[src/rtl/alu_pkg.sv]
// Shared constants and types for the ALU function issuer.
package alu_pkg;

    // Unit codes placed in ALU_FUNC[3:2]; the inverse of the downstream enable decode.
    localparam logic [1:0] UnitArith = 2'b00;
    localparam logic [1:0] UnitLogic = 2'b01;
    localparam logic [1:0] UnitCmp   = 2'b10;
    localparam logic [1:0] UnitShift = 2'b11;

    // Bit positions of each unit inside REQ and GNT.
    localparam logic [1:0] IdxArith = 2'd3;
    localparam logic [1:0] IdxLogic = 2'd2;
    localparam logic [1:0] IdxCmp   = 2'd1;
    localparam logic [1:0] IdxShift = 2'd0;

    // Pointer value after reset: the search starts at the Arith requester.
    localparam logic [1:0] PtrReset = IdxArith;

    typedef enum logic [1:0] {
        StIdle  = 2'd0,
        StIssue = 2'd1,
        StAck   = 2'd2
    } state_e;

    // Map a REQ/GNT bit index to the unit code carried in ALU_FUNC.
    function automatic logic [1:0] unit_code(input logic [1:0] idx);
        logic [1:0] code;
        code = UnitArith;
        unique case (idx)
            IdxArith: code = UnitArith;
            IdxLogic: code = UnitLogic;
            IdxCmp:   code = UnitCmp;
            IdxShift: code = UnitShift;
            default:  code = UnitArith;
        endcase
        return code;
    endfunction

endpackage

[src/rtl/rr_arb4.sv]
// Four-way round-robin selector: the search starts at ptr_i and walks downward,
// wrapping from bit 0 to bit 3. Purely combinational; the caller owns the pointer.
module rr_arb4
    import alu_pkg::*;
(
    input  logic [3:0] req_i,
    input  logic [1:0] ptr_i,
    output logic [3:0] win_oh_o,
    output logic [1:0] win_idx_o,
    output logic       any_o
);

    // Pick the first set request encountered in descending order from the pointer.
    always_comb begin
        logic       found;
        logic [1:0] cand;
        found     = 1'b0;
        cand      = ptr_i;
        win_oh_o  = 4'b0000;
        win_idx_o = 2'd0;
        for (int k = 0; k < 4; k++) begin
            cand = ptr_i - 2'(k);
            if (!found && req_i[cand]) begin
                found           = 1'b1;
                win_idx_o       = cand;
                win_oh_o[cand]  = 1'b1;
            end
        end
        any_o = found;
    end

endmodule

[src/rtl/alu_func_issuer.sv]
// Arbitrates four ALU unit requesters, presents the winning encoded function to
// the ALU with a valid/ready handshake, then pulses the winner's grant.
module alu_func_issuer
    import alu_pkg::*;
#(
    parameter int unsigned CNT_W = 8
) (
    input  logic             CLK,
    input  logic             RST,
    input  logic [3:0]       REQ,
    input  logic [1:0]       ARITH_OP,
    input  logic [1:0]       LOGIC_OP,
    input  logic [1:0]       CMP_OP,
    input  logic [1:0]       SHIFT_OP,
    input  logic             FUNC_READY,
    output logic [3:0]       ALU_FUNC,
    output logic             FUNC_VALID,
    output logic [3:0]       GNT,
    output logic [CNT_W-1:0] ISSUE_CNT
);

    state_e           state_q, state_d;
    logic [3:0]       func_q, func_d;
    logic             valid_q, valid_d;
    logic [3:0]       gnt_q, gnt_d;
    logic [CNT_W-1:0] cnt_q, cnt_d;
    logic [1:0]       ptr_q, ptr_d;
    // Winner of the operation in flight, kept for the grant pulse and pointer move.
    logic [1:0]       idx_q, idx_d;
    logic [3:0]       oh_q, oh_d;

    logic [3:0]       arb_oh;
    logic [1:0]       arb_idx;
    logic             arb_any;
    logic [1:0]       sub_op;

    rr_arb4 u_arb (
        .req_i     (REQ),
        .ptr_i     (ptr_q),
        .win_oh_o  (arb_oh),
        .win_idx_o (arb_idx),
        .any_o     (arb_any)
    );

    // Select the sub-operation belonging to the current arbitration winner.
    always_comb begin
        sub_op = 2'b00;
        unique case (arb_idx)
            IdxArith: sub_op = ARITH_OP;
            IdxLogic: sub_op = LOGIC_OP;
            IdxCmp:   sub_op = CMP_OP;
            IdxShift: sub_op = SHIFT_OP;
            default:  sub_op = 2'b00;
        endcase
    end

    // Next-state logic for the IDLE -> ISSUE -> ACK cycle.
    always_comb begin
        state_d = state_q;
        func_d  = func_q;
        valid_d = valid_q;
        gnt_d   = 4'b0000;
        cnt_d   = cnt_q;
        ptr_d   = ptr_q;
        idx_d   = idx_q;
        oh_d    = oh_q;
        unique case (state_q)
            StIdle: begin
                valid_d = 1'b0;
                if (arb_any) begin
                    // Sub-ops are captured here only; later input changes are ignored.
                    func_d  = {unit_code(arb_idx), sub_op};
                    idx_d   = arb_idx;
                    oh_d    = arb_oh;
                    valid_d = 1'b1;
                    state_d = StIssue;
                end
            end
            StIssue: begin
                // Operation is committed: dropped requests no longer matter.
                if (FUNC_READY) begin
                    valid_d = 1'b0;
                    cnt_d   = cnt_q + 1'b1;
                    gnt_d   = oh_q;
                    ptr_d   = idx_q - 2'd1;
                    state_d = StAck;
                end
            end
            StAck: begin
                // Grant is visible for this cycle only; no arbitration here.
                state_d = StIdle;
            end
            default: begin
                valid_d = 1'b0;
                state_d = StIdle;
            end
        endcase
    end

    // State and output registers with synchronous active-low reset.
    always_ff @(posedge CLK) begin
        if (!RST) begin
            state_q <= StIdle;
            func_q  <= 4'b0000;
            valid_q <= 1'b0;
            gnt_q   <= 4'b0000;
            cnt_q   <= '0;
            ptr_q   <= PtrReset;
            idx_q   <= 2'd0;
            oh_q    <= 4'b0000;
        end else begin
            state_q <= state_d;
            func_q  <= func_d;
            valid_q <= valid_d;
            gnt_q   <= gnt_d;
            cnt_q   <= cnt_d;
            ptr_q   <= ptr_d;
            idx_q   <= idx_d;
            oh_q    <= oh_d;
        end
    end

    assign ALU_FUNC   = func_q;
    assign FUNC_VALID = valid_q;
    assign GNT        = gnt_q;
    assign ISSUE_CNT  = cnt_q;

endmodule

[config.mk]
export PLATFORM = sky130hd
export DESIGN_NAME = alu_func_issuer
export DESIGN_NICKNAME = d
export VERILOG_FILES = /design/src/rtl/alu_pkg.sv /design/src/rtl/rr_arb4.sv /design/src/rtl/alu_func_issuer.sv
export SDC_FILE = /design/constraint.sdc
export NUM_CORES = 1
export LEC_CHECK = 0
export BUFFER_PORTS_ARGS = -buffer_cell sky130_fd_sc_hd__buf_2
export CAP_MARGIN = 20
export CELL_PAD_IN_SITES_DETAIL_PLACEMENT = 1
export CELL_PAD_IN_SITES_GLOBAL_PLACEMENT = 1
export CORE_MARGIN = 2
export CORE_UTILIZATION = 37
export CTS_CLUSTER_DIAMETER = 200
export CTS_CLUSTER_SIZE = 12
export DETAILED_ROUTE_END_ITERATION = 10
export GPL_TIMING_DRIVEN = 0
export HOLD_SLACK_MARGIN = 0.05
export PLACE_DENSITY_LB_ADDON = 0.1
export SYNTH_ARGS = -nofsm -noshare
export SYNTH_HDL_FRONTEND = slang
export SYNTH_SLANG_ARGS = --single-unit
[constraint.sdc]
create_clock -name CLK -period 2.4 [get_ports CLK]
set_input_delay 0.12 -clock CLK [delete_from_list [all_inputs] [get_ports CLK]]
set_output_delay 0.12 -clock CLK [all_outputs]
set_load 0.03 [all_outputs]
==> summary.txt <==
Run status
  – Outcome: completed

Final layout
  – Synth-to-Final Area Change: 22.6%
  – Fillers: 531
  – ANT cells: 0
  – Layout cells sized above 1: 28.6%
  – Fin util: 47.9%
  – Net count, final: 256

Power and ir drop
  – Total net switching power: 346 uW
  – Power Density: 508 nW/um^2
  – Switching Share: 32.2%
  – Sequential Power Share: 46.2%
  – Worst IR Drop VDD: 372 uV
  – Clock power share: 23.8%
  – Leakage dissipation: 0.895 nW
  – Combinational Power Share: 30.0%
  – Internal Power: 730 uW

Critical path
  – Critical path endpoint category: register
  – Critical Path AT: 2.49 ns
  – R2R cell count: 9
  – Critical-path cell list: buf_8, inv_2, ha_1, buf_6, or3b_1, a211o_1, a21oi_2, o21ai_1, a31oi_1
  – Critical Path RT: 2.60 ns
  – Max incr delay on CP: 0.37 ns
  – End point of the critical path: oh_q[2]
  – Crit. path cell count: 9
  – Critical-path top delay cell: dfxtp_4
  – R2r startpoint: ptr_q[0]
  – Worst-path fanout max: 10
  – Flop2flop setup slack: 0.11 ns
  – RR Endpoint: oh_q[2]
  – Setup crit start: ptr_q[0]
  – Buf/Inv on CP: 3
  – CP Class: register to register
  – Startpoint Class: register
  – Delay-heaviest family, CP: compound AO/OA/AOI/OAI gates

STA
  – Slew headroom: 37.6%
  – Max Clk Rate: 0.436 GHz
  – Final period util: 95.5%
  – Final Hold Fails: 0
  – Worst Max-Slew Pin Slew: 0.927 ns
  – Final worst slack: 0.108 ns
  – Final min period: 2.29 ns
  – Max Clock Skew: 0.00302 ns
  – Count of final setup violators: 0
  – Max Slew Vio Count: 0

Drt
  – Post-Route WL: 4.85 mm
  – DR vias: 1617
  – Final ANT Viol Nets: 0
  – Via density: 5.71
  – Residual DRC: 0
  – Wire length per cell: 17.1 um
  – Initial DRC count: 48
  – TritonRoute pass-1 iters: 4

Yosys
  – Syn_area_per_cell: 8.94 um^2
  – Mux cell area share after synthesis: 7.61%
  – Synth cell types: 56
  – Main combinational cell family by area after synthesis: simple AND/OR/NAND/NOR gates
  – Post-synth EDFFs: 0
  – Synth cell count leaders: 27 x dfxtp_1, 14 x and2_1, 13 x a21oi_1, 13 x o21ai_0
  – Asr flop ratio synth: 0%
  – Yosys top cell by area: dfxtp_1
  – Mapped Area: 1730 um^2
  – Area share of the largest cell type after synthesis: 31.3%
  – Post-synthesis net count: 217
  – Register area share after synthesis: 31.3%
  – Post-synthesis adder-cell area fraction: 6.53%
  – Register bit total from synthesis: 27
  – Compound-Gate Fraction of Synth Area: 20.8%
  – Post-Synth XOR/XNOR Area: 4.06%
  – Synth Instances: 193
  – Syn. warnings: 0
  – Synth Area in Simple Gates: 24.4%
  – Top-count cell post-synth: dfxtp_1
  – Main area contributors after synthesis: dfxtp_1 31%, ha_1 6.5%, and2_1 5.1%
  – Synth Flop Type: dfxtp_1

Global routing
  – Largest net degree at the start of global routing: 16
  – Global-route wire length before repair: 8.04 mm
  – Vias in the first global route: 1626
  – Gr usage total: 19.3%
  – Initial antenna violation count: 0
  – Total grt overflow: 0

Job
  – Max_cap viols: 0

Floorplanning
  – Num rows: 24
  – Die height: 72.3 um
  – Ports: 32
  – DIE WIDTH: 72.3 um
  – CORE AREA: 4410 um^2
  – Total die area: 5230 um^2
  – Starting density of the core: 39.1%

Placement
  – Port Buffers: 30
  – Place WS: -0.369 ns
  – DP HPWL: 3.61 mm
  – RePlAce Congestion: 0.822

Clock tree
  – Worst-path clk slew: 0.09 ns
  – Worst-Skew Late Latency: 0.27 ns
  – Root Driver: clkbuf_8
  – TritonCTS Sinks: 27
  – TritonCTS buffer count: 3
  – H-tree depth: 1
  – Deepest clock path buffer count: 2
  – CTS tree: yes

Worst hold path
  – Worst hold path type: input pin to register
-- power by group through the flow --
stage                     combinational (mW)  clock [mW]  sequential [mW]
final                                  0.323       0.256            0.497
after global routing                   0.350       0.279            0.503
after CTS                              0.306       0.264            0.500
after detailed placement               0.284           0            0.512
after global placement                 0.270           0            0.509
after floorplan                        0.182           0            0.533
-- registers in the layout (all words and copies together) (netlist names) --
name,count
ALU_FUNC,4
state_q,2
ptr_q,2
idx_q,2
oh_q,4
FUNC_VALID,1
GNT,4
ISSUE_CNT,8
-- stage by stage --
stage          power, mW  area, um^2  cells  setup TNS (ns)  hold WS (ns)
6_report            1.08        2120    283               0         0.145
5_1_grt             1.13        2120    283        -0.00171         0.161
4_1_cts             1.07        2060    280               0         0.145
3_5_place_dp       0.796        1940    275           -2.47         0.435
3_3_place_gp       0.780        1940    275           -1.29         0.425
2_1_floorplan      0.715        1730    193               0         0.320
-- worst reg2reg max path, delay by kind of cell, from the launching register on --
family | cells | cell delay (ns)
fa+ha+maj | 1 | 0.30
simple gates | 1 | 0.37
buf+inv | 3 | 0.35
flops | 1 | 0.37
compound gates | 4 | 0.84
-- cells by family after synthesis --
family                     after synthesis
buffers and inverters                   17
xor gates and xnor gates                 8
muxes                                   11
AOI/OAI and AO/OA                       53
adders and majority gates                9
and+or+nand+nor                         68
DFF                                     27
-- layout make-up --
| cell class | instances | area (um^2) | area share (%) |
|---|---|---|---|
| Buffer | 13 | 86.3 | 4.08 |
| Clock buffer | 3 | 41.3 | 1.95 |
| Clock inverter | 1 | 5.00 | 0.237 |
| Inverter | 3 | 15.0 | 0.710 |
| Multi-Input combinational cell | 149 | 1170 | 55.2 |
| Sequential cell | 27 | 548 | 25.9 |
| Tap cell | 52 | 65.1 | 3.08 |
| Timing Repair Buffer | 35 | 188 | 8.87 |
-- timing repair --
| action | in CTS | in global routing |
|---|---|---|
| hold buffers | 0 | 0 |
| endpoints found under the setup margin | 10 | 8 |
| buffers inserted | 2 | 3 |
| gates resized for setup | 17 | 7 |
| pin swaps | 3 | 1 |
-- how the worst min path moves through the flow --
stage / from / end / slack (ns) / cells after the start
floorplan: LOGIC_OP[1] / ALU_FUNC[1] / 0.32 / 2
global placement: LOGIC_OP[1] / ALU_FUNC[1] / 0.43 / 3
detailed placement: LOGIC_OP[1] / ALU_FUNC[1] / 0.43 / 3
CTS: LOGIC_OP[1] / ALU_FUNC[1] / 0.14 / 3
global route: LOGIC_OP[1] / ALU_FUNC[1] / 0.16 / 3
finish: LOGIC_OP[1] / ALU_FUNC[1] / 0.14 / 3
-- per-layer routing --
layer	part of all wire, %	GRT usage [%]
met1	47	25.7
met5	0	0
met4	1.2	3.98
met2	49	32.9
met3	2.9	3.33
-- placed cells by master, fill, tap and decap left out, drive strengths merged, types with 3 or more instances in the layout --
cell,Yosys,final
a31oi,4,4
nand2,9,9
xnor2,6,6
o21ai,13,13
nor4bb,3,3
a21oi,14,14
dfxtp,27,27
and2,14,14
clkbuf,5,8
and3,5,5
mux2i,6,6
nor3,5,5
nor2,4,4
ha,9,9
nand3,5,5
buf,9,43
nand2b,3,3
o22a,4,4
mux2,4,4
Power figures use the tool's default switching activity.
